<file path="config.mk">
export PLATFORM = sky130hd
export DESIGN_NAME = lp_iv_gen
export DESIGN_NICKNAME = d
export VERILOG_FILES = /design/src/rtl/mage_pkg.sv /design/src/rtl/lp_level_cnt.sv /design/src/rtl/lp_iv_gen.sv
export SDC_FILE = /design/constraint.sdc
export NUM_CORES = 1
export LEC_CHECK = 0
export CORE_UTILIZATION = 50
export DETAILED_ROUTE_END_ITERATION = 10
export GPL_TIMING_DRIVEN = 0
export PLACE_DENSITY = 0.73
export SETUP_SLACK_MARGIN = 0.05
export SYNTH_ARGS = -nofsm -noshare
export SYNTH_HDL_FRONTEND = slang
export SYNTH_SLANG_ARGS = --single-unit
</file>
<file path="constraint.sdc">
create_clock -name clk_i -period 5 [get_ports clk_i]
set_input_delay 1.5 -clock clk_i [delete_from_list [all_inputs] [get_ports clk_i]]
set_output_delay 1.5 -clock clk_i [all_outputs]
set_load 0.02 [all_outputs]
</file>
<file path="src/rtl/mage_pkg.sv">
// Shared types and default sizes for the loop induction-variable generator.
package mage_pkg;

    localparam int N_LOOPS_DEF   = 4;
    localparam int NBIT_LP_IV    = 8;
    localparam int NBIT_ITER_CNT = 24;
    localparam int NBIT_N_ACTIVE = $clog2(N_LOOPS_DEF + 1);

    typedef enum logic [1:0] {
        LP_IDLE = 2'd0,
        LP_RUN  = 2'd1,
        LP_DONE = 2'd2
    } lp_iv_state_e;

    typedef struct packed {
        logic [N_LOOPS_DEF*NBIT_LP_IV-1:0] bound;
        logic [N_LOOPS_DEF*NBIT_LP_IV-1:0] step;
        logic [NBIT_N_ACTIVE-1:0]          n_active;
    } lp_cfg_t;

endpackage

</file>
<file path="src/rtl/lp_level_cnt.sv">
// One level of the loop nest: an iv register that steps when carried into
// and wraps to zero (raising carry out) once it would reach its bound.
module lp_level_cnt #(
    parameter int NBIT = 8
) (
    input  logic            i_clk,
    input  logic            i_rst,
    input  logic            i_clear,
    input  logic            i_hold,
    input  logic            i_enable,
    input  logic            i_carry,
    input  logic [NBIT-1:0] i_bound,
    input  logic [NBIT-1:0] i_step,
    output logic [NBIT-1:0] o_iv,
    output logic            o_carry
);

    logic [NBIT-1:0] r_iv;
    logic [NBIT:0]   w_nxt;
    logic            w_wrap;

    // The extra sum bit keeps a large step from aliasing back under the bound.
    assign w_nxt   = {1'b0, r_iv} + {1'b0, i_step};
    assign w_wrap  = (w_nxt >= {1'b0, i_bound});
    assign o_carry = i_enable ? (i_carry & w_wrap) : i_carry;
    assign o_iv    = r_iv;

    always_ff @(posedge i_clk or posedge i_rst) begin
        if (i_rst) begin
            r_iv <= '0;
        end else if (i_clear) begin
            r_iv <= '0;
        end else if (!i_hold && i_enable && i_carry) begin
            r_iv <= w_wrap ? '0 : w_nxt[NBIT-1:0];
        end
    end

endmodule

</file>
<file path="src/rtl/lp_iv_gen.sv">
// Loop-nest induction-variable generator feeding the address generation engine.
// Optional iteration counter output enabled by defining MAGE_LP_ITER_CNT_EN.
module lp_iv_gen
    import mage_pkg::lp_iv_state_e;
    import mage_pkg::LP_IDLE;
    import mage_pkg::LP_RUN;
    import mage_pkg::LP_DONE;
    import mage_pkg::N_LOOPS_DEF;
#(
    parameter int N_LOOPS       = N_LOOPS_DEF,
    parameter int NBIT_LP_IV    = mage_pkg::NBIT_LP_IV,
    parameter int NBIT_ITER_CNT = mage_pkg::NBIT_ITER_CNT
) (
    input  logic                             clk_i,
    input  logic                             rst_i,
    input  logic                             start_i,
    input  logic                             stall_i,
    input  logic [N_LOOPS*NBIT_LP_IV-1:0]    bound_i,
    input  logic [N_LOOPS*NBIT_LP_IV-1:0]    step_i,
    input  logic [$clog2(N_LOOPS+1)-1:0]     n_active_i,
    output logic [N_LOOPS*NBIT_LP_IV-1:0]    iv_o,
    output logic                             valid_o,
    output logic                             acc_reset_o,
    output logic                             end_lp_o,
    output logic                             busy_o
`ifdef MAGE_LP_ITER_CNT_EN
    ,
    output logic [NBIT_ITER_CNT-1:0]         iter_cnt_o
`endif
);

    localparam int NA_W = $clog2(N_LOOPS + 1);

    lp_iv_state_e                     r_state;
    logic [N_LOOPS*NBIT_LP_IV-1:0]    r_bound;
    logic [N_LOOPS*NBIT_LP_IV-1:0]    r_step;
    logic [NA_W-1:0]                  r_n_active;
    logic                             r_valid;
    logic                             r_acc_reset;
    logic                             r_end_lp;
    logic                             r_busy;

    logic                             w_start;
    logic                             w_hold;
    logic                             w_zero_bound;
    logic [N_LOOPS-1:0]               w_enable;
    logic [N_LOOPS:0]                 w_carry;

    assign w_start    = (r_state == LP_IDLE) && start_i;
    assign w_hold     = stall_i || (r_state != LP_RUN);
    assign w_carry[0] = 1'b1;

    always_comb begin
        w_zero_bound = 1'b0;
        for (int i = 0; i < N_LOOPS; i++) begin
            if ((i < int'(n_active_i)) && (bound_i[i*NBIT_LP_IV +: NBIT_LP_IV] == '0)) begin
                w_zero_bound = 1'b1;
            end
        end
    end

    // Disabled levels pass the carry straight through, so the carry leaving
    // the top of the chain marks the final iteration for any n_active.
    for (genvar g = 0; g < N_LOOPS; g++) begin : g_level
        assign w_enable[g] = (g < int'(r_n_active));

        lp_level_cnt #(
            .NBIT (NBIT_LP_IV)
        ) u_level (
            .i_clk    (clk_i),
            .i_rst    (rst_i),
            .i_clear  (w_start),
            .i_hold   (w_hold),
            .i_enable (w_enable[g]),
            .i_carry  (w_carry[g]),
            .i_bound  (r_bound[g*NBIT_LP_IV +: NBIT_LP_IV]),
            .i_step   (r_step[g*NBIT_LP_IV +: NBIT_LP_IV]),
            .o_iv     (iv_o[g*NBIT_LP_IV +: NBIT_LP_IV]),
            .o_carry  (w_carry[g+1])
        );
    end

    always_ff @(posedge clk_i or posedge rst_i) begin
        if (rst_i) begin
            r_state     <= LP_IDLE;
            r_bound     <= '0;
            r_step      <= '0;
            r_n_active  <= '0;
            r_valid     <= 1'b0;
            r_acc_reset <= 1'b0;
            r_end_lp    <= 1'b0;
            r_busy      <= 1'b0;
        end else begin
            case (r_state)
                LP_IDLE: begin
                    r_end_lp <= 1'b0;
                    if (start_i) begin
                        r_bound    <= bound_i;
                        r_step     <= step_i;
                        r_n_active <= n_active_i;
                        if (w_zero_bound) begin
                            r_state  <= LP_DONE;
                            r_end_lp <= 1'b1;
                        end else begin
                            r_state     <= LP_RUN;
                            r_valid     <= 1'b1;
                            r_acc_reset <= 1'b1;
                            r_busy      <= 1'b1;
                        end
                    end
                end
                LP_RUN: begin
                    if (!stall_i) begin
                        if (w_carry[N_LOOPS]) begin
                            r_state     <= LP_DONE;
                            r_valid     <= 1'b0;
                            r_acc_reset <= 1'b0;
                            r_busy      <= 1'b0;
                            r_end_lp    <= 1'b1;
                        end else begin
                            // Innermost level wrapping means the next iv[0] is zero.
                            r_acc_reset <= w_carry[1];
                        end
                    end
                end
                LP_DONE: begin
                    r_end_lp <= 1'b0;
                    r_state  <= LP_IDLE;
                end
                default: begin
                    r_state <= LP_IDLE;
                end
            endcase
        end
    end

    assign valid_o     = r_valid;
    assign acc_reset_o = r_acc_reset;
    assign end_lp_o    = r_end_lp;
    assign busy_o      = r_busy;

`ifdef MAGE_LP_ITER_CNT_EN
    logic [NBIT_ITER_CNT-1:0] r_iter_cnt;

    always_ff @(posedge clk_i or posedge rst_i) begin
        if (rst_i) begin
            r_iter_cnt <= '0;
        end else if (w_start) begin
            r_iter_cnt <= '0;
        end else if ((r_state == LP_RUN) && !stall_i && (r_iter_cnt != '1)) begin
            r_iter_cnt <= r_iter_cnt + NBIT_ITER_CNT'(1);
        end
    end

    assign iter_cnt_o = r_iter_cnt;
`endif

endmodule
</file>
==> flow_metrics.tcl <==
set metrics [dict create \
    max_freq_mhz 251 \
    row_count 40 \
    rsz0062_at_grt "no" \
    synthesis.area_mm2 0.00616 \
    root_buffer "clkbuf_16" \
    syn_inst 664 \
    drt_iter0_drc 244 \
    h-tree-depth 3 \
    mostFrequentLayoutCell "nand2_1" \
    layout_setup_ws_ps 1010 \
    drc 0 \
    reg2reg_setup_slack_ps 1010 \
    wl_mm 15.0 \
    crit_slowest_cell "nor3_2" \
    grt_max_degree 54 \
    outcome "completed" \
    syn_nets 806 \
    powerDensity_mw_per_mm2 613 \
    gp_congestion 0.879 \
    ir_drop_v 0.000306 \
    portBuffers 105 \
    cap_violations 0 \
    synth_flop_cell "dfrtp_1" \
    n_antenna_cell 0 \
    place_area_mm2 0.00742 \
    cts_resized 0 \
    setup_viol 0 \
    grt_usage_pct 25.2 \
    fin_cells 933 \
    stdcell_area_mm2 0.00770 \
    p_int_uw 2590 \
    clk_latency_ps 360 \
    place_inst 917 \
    nets 923 \
    syn_to_final_growth_pct 24.9 \
    start_kind "flop" \
    grt_pass1_wl_mm 25.1 \
    core-area_mm2 0.0120 \
    final_cell_mix "169 x nand2_1, 105 x clkdlybuf4s50_1, 104 x dfrtp_1" \
    cp_data_arrival_time_ps 4290 \
    overflow 0 \
    numCtsBuffers 9 \
    p_comb_share_pct 56.4 \
    dpl.hpwl_mm 11.4 \
    finalHoldViolCount 0 \
    switching_power_uw 2120 \
    syn_avg_cell_area_um2 9.28 \
    cts_tree "done" \
    avgRoutedWirePerCell_um 16.1 \
    vias 5239 \
    end_kind "flop" \
    first_pass_iters 5 \
    critical_path_class "reg -> reg" \
    crit_fanout 8 \
    dieArea_mm2 0.0128 \
    cts_buffer_depth 2 \
    viasPerCell 5.62 \
    switching_share_pct 45.0 \
    whs_ps 485 \
    pwr-share-seq_pct 29.4 \
    postCtsHoldBufs 0 \
    drtAntennaViolNets 0 \
    p_clk_share_pct 14.2 \
    cts_sinks 104 \
    ys_async_sr_fraction_pct 100 \
    synth_edf_count 0 \
    initial_core_util_pct 51.3 \
    path_cells "ha_1 > fa_1 > a211oi_1 > nor2_1 > o21a_1 > nor2_1 > xnor2_1 > ha_1 > nand3_1 > nor2_1 > a221oi_2 > o211ai_2 > nor3_2 > a22o_1" \
    grt_antenna_before_repair 0 \
    drive_gt1_share_pct 4.71 \
    synth-seq-cells 104 \
    worst_slew_pin_slew_ps 849 \
    min_period_ps 3990 \
    post-cts-setup-buffers 0 \
    fin_crit_sh_pct 79.8 \
    critPathRequiredTime_ps 5300 \
    die_h_um 113 \
    yosys.cell_types.count 56 \
    clk_pin_slew_ps 70 \
    leakage_uw 0.00372 \
    max_stage_delay_ps 660 \
    fin_skew_ps 11.1 \
    critical_path.most_common_cell "nor2_1" \
    maxSlewViolCount 0 \
    power.total_uw 4720 \
    relSlewSlack_pct 43.4 \
    grt_pass1_vias 5297 \
    synth.yosys.warnings 0 \
    die_w_um 113 \
    synth-seq-area-share_pct 42.3 \
    dpl_worst_slack_ps 1050 \
    pin_count 107 \
    hold_path.class "reg -> reg" \
]
-- flip-flops by register name, summed over array words and instances, names as in the netlist --
name,count
acc_reset_o,1
busy_o,1
end_lp_o,1
g_level.u_level.o_iv,32
r_bound,32
r_n_active,3
r_state,2
r_step,32
-- per-stage QoR --
step,util (%),setup TNS [ps]
final,64.1,0
after global placement,61.6,-73710
after global routing,64.1,0
after floorplan,-,0
after detailed placement,61.8,0
after CTS,64.1,0
-- worst paths after layout --
path,start,endpoint,cells past startpoint
worst max-delay path,g_level[1].u_level.o_iv[0],g_level[1].u_level.o_iv[1],14
max in group asynchronous,rst_i,r_step[11],3
min in group asynchronous,rst_i,r_step[20],2
worst max register to register,g_level[1].u_level.o_iv[0],g_level[1].u_level.o_iv[1],14
worst min register to register,r_step[26],r_step[26],2
worst min-delay path,r_step[26],r_step[26],2
-- logic make-up after synthesis --
group	share of synthesized area (%)
flip-flops	42.3
AND/OR/NAND/NOR	17.0
AO/OA/AOI/OAI	18.8
XOR/XNOR	2.99
multiplexers	0.163
adder cells (fa/ha/maj)	14.9
buffers and inverters	3.86
-- worst max-delay path: cells and delay by family, from the launching register on --
kind / cells / cell delay, ps
compound gates: 5 / 1270
xor+xnor: 1 / 170
fa+ha+maj: 3 / 960
flops: 1 / 410
simple gates: 5 / 1100
-- per-layer routing --
layer	up-vias	track usage [%]	share of wire, %
li1	2564	-	-
met1	2495	34.0	46
met2	157	40.6	47
met3	23	5.84	5.6
met4	0	7.89	1.9
met5	-	0	0
-- power groups by stage --
stage	clock, uW	combinational [uW]	sequential (uW)
after floorplan	0	1850	1420
after global placement	0	2520	1390
after detailed placement	0	2660	1400
after CTS	683	2670	1390
after global routing	710	3010	1430
final	669	2660	1390
-- cells in the mapped netlist (3+ instances only) --
cell type	count	share of area, %
nand3_1	5	0.41
buf_1	3	0.18
o21ai_0	48	3.9
nor4_1	6	0.61
a211oi_1	9	1.1
nor3_2	3	0.49
o21a_1	5	0.61
nor2_1	34	2.1
or4_1	4	0.49
a22o_1	33	4.7
inv_1	44	2.7
fa_1	4	1.3
o41ai_1	6	0.85
nor2b_1	4	0.41
dfrtp_1	104	42
o21ai_1	3	0.24
a21o_1	10	1.2
ha_1	67	14
clkbuf_1	13	0.79
xor2_1	5	0.71
nor3_1	5	0.41
nand2_1	169	10
xnor2_1	16	2.3
nand4_1	4	0.41
a21oi_1	22	1.8
-- layout make-up --
type / count / area (um^2)
sequential: 104 / 2600
clock inverter: 6 / 42.5
inverter: 44 / 168
timing repair buffer: 106 / 1080
buffer: 18 / 72.6
clock buffer: 10 / 229
fill: 1007 / 4320
tap: 147 / 184
multi-input combinational: 498 / 3320
Power figures use the tool's default switching activity.
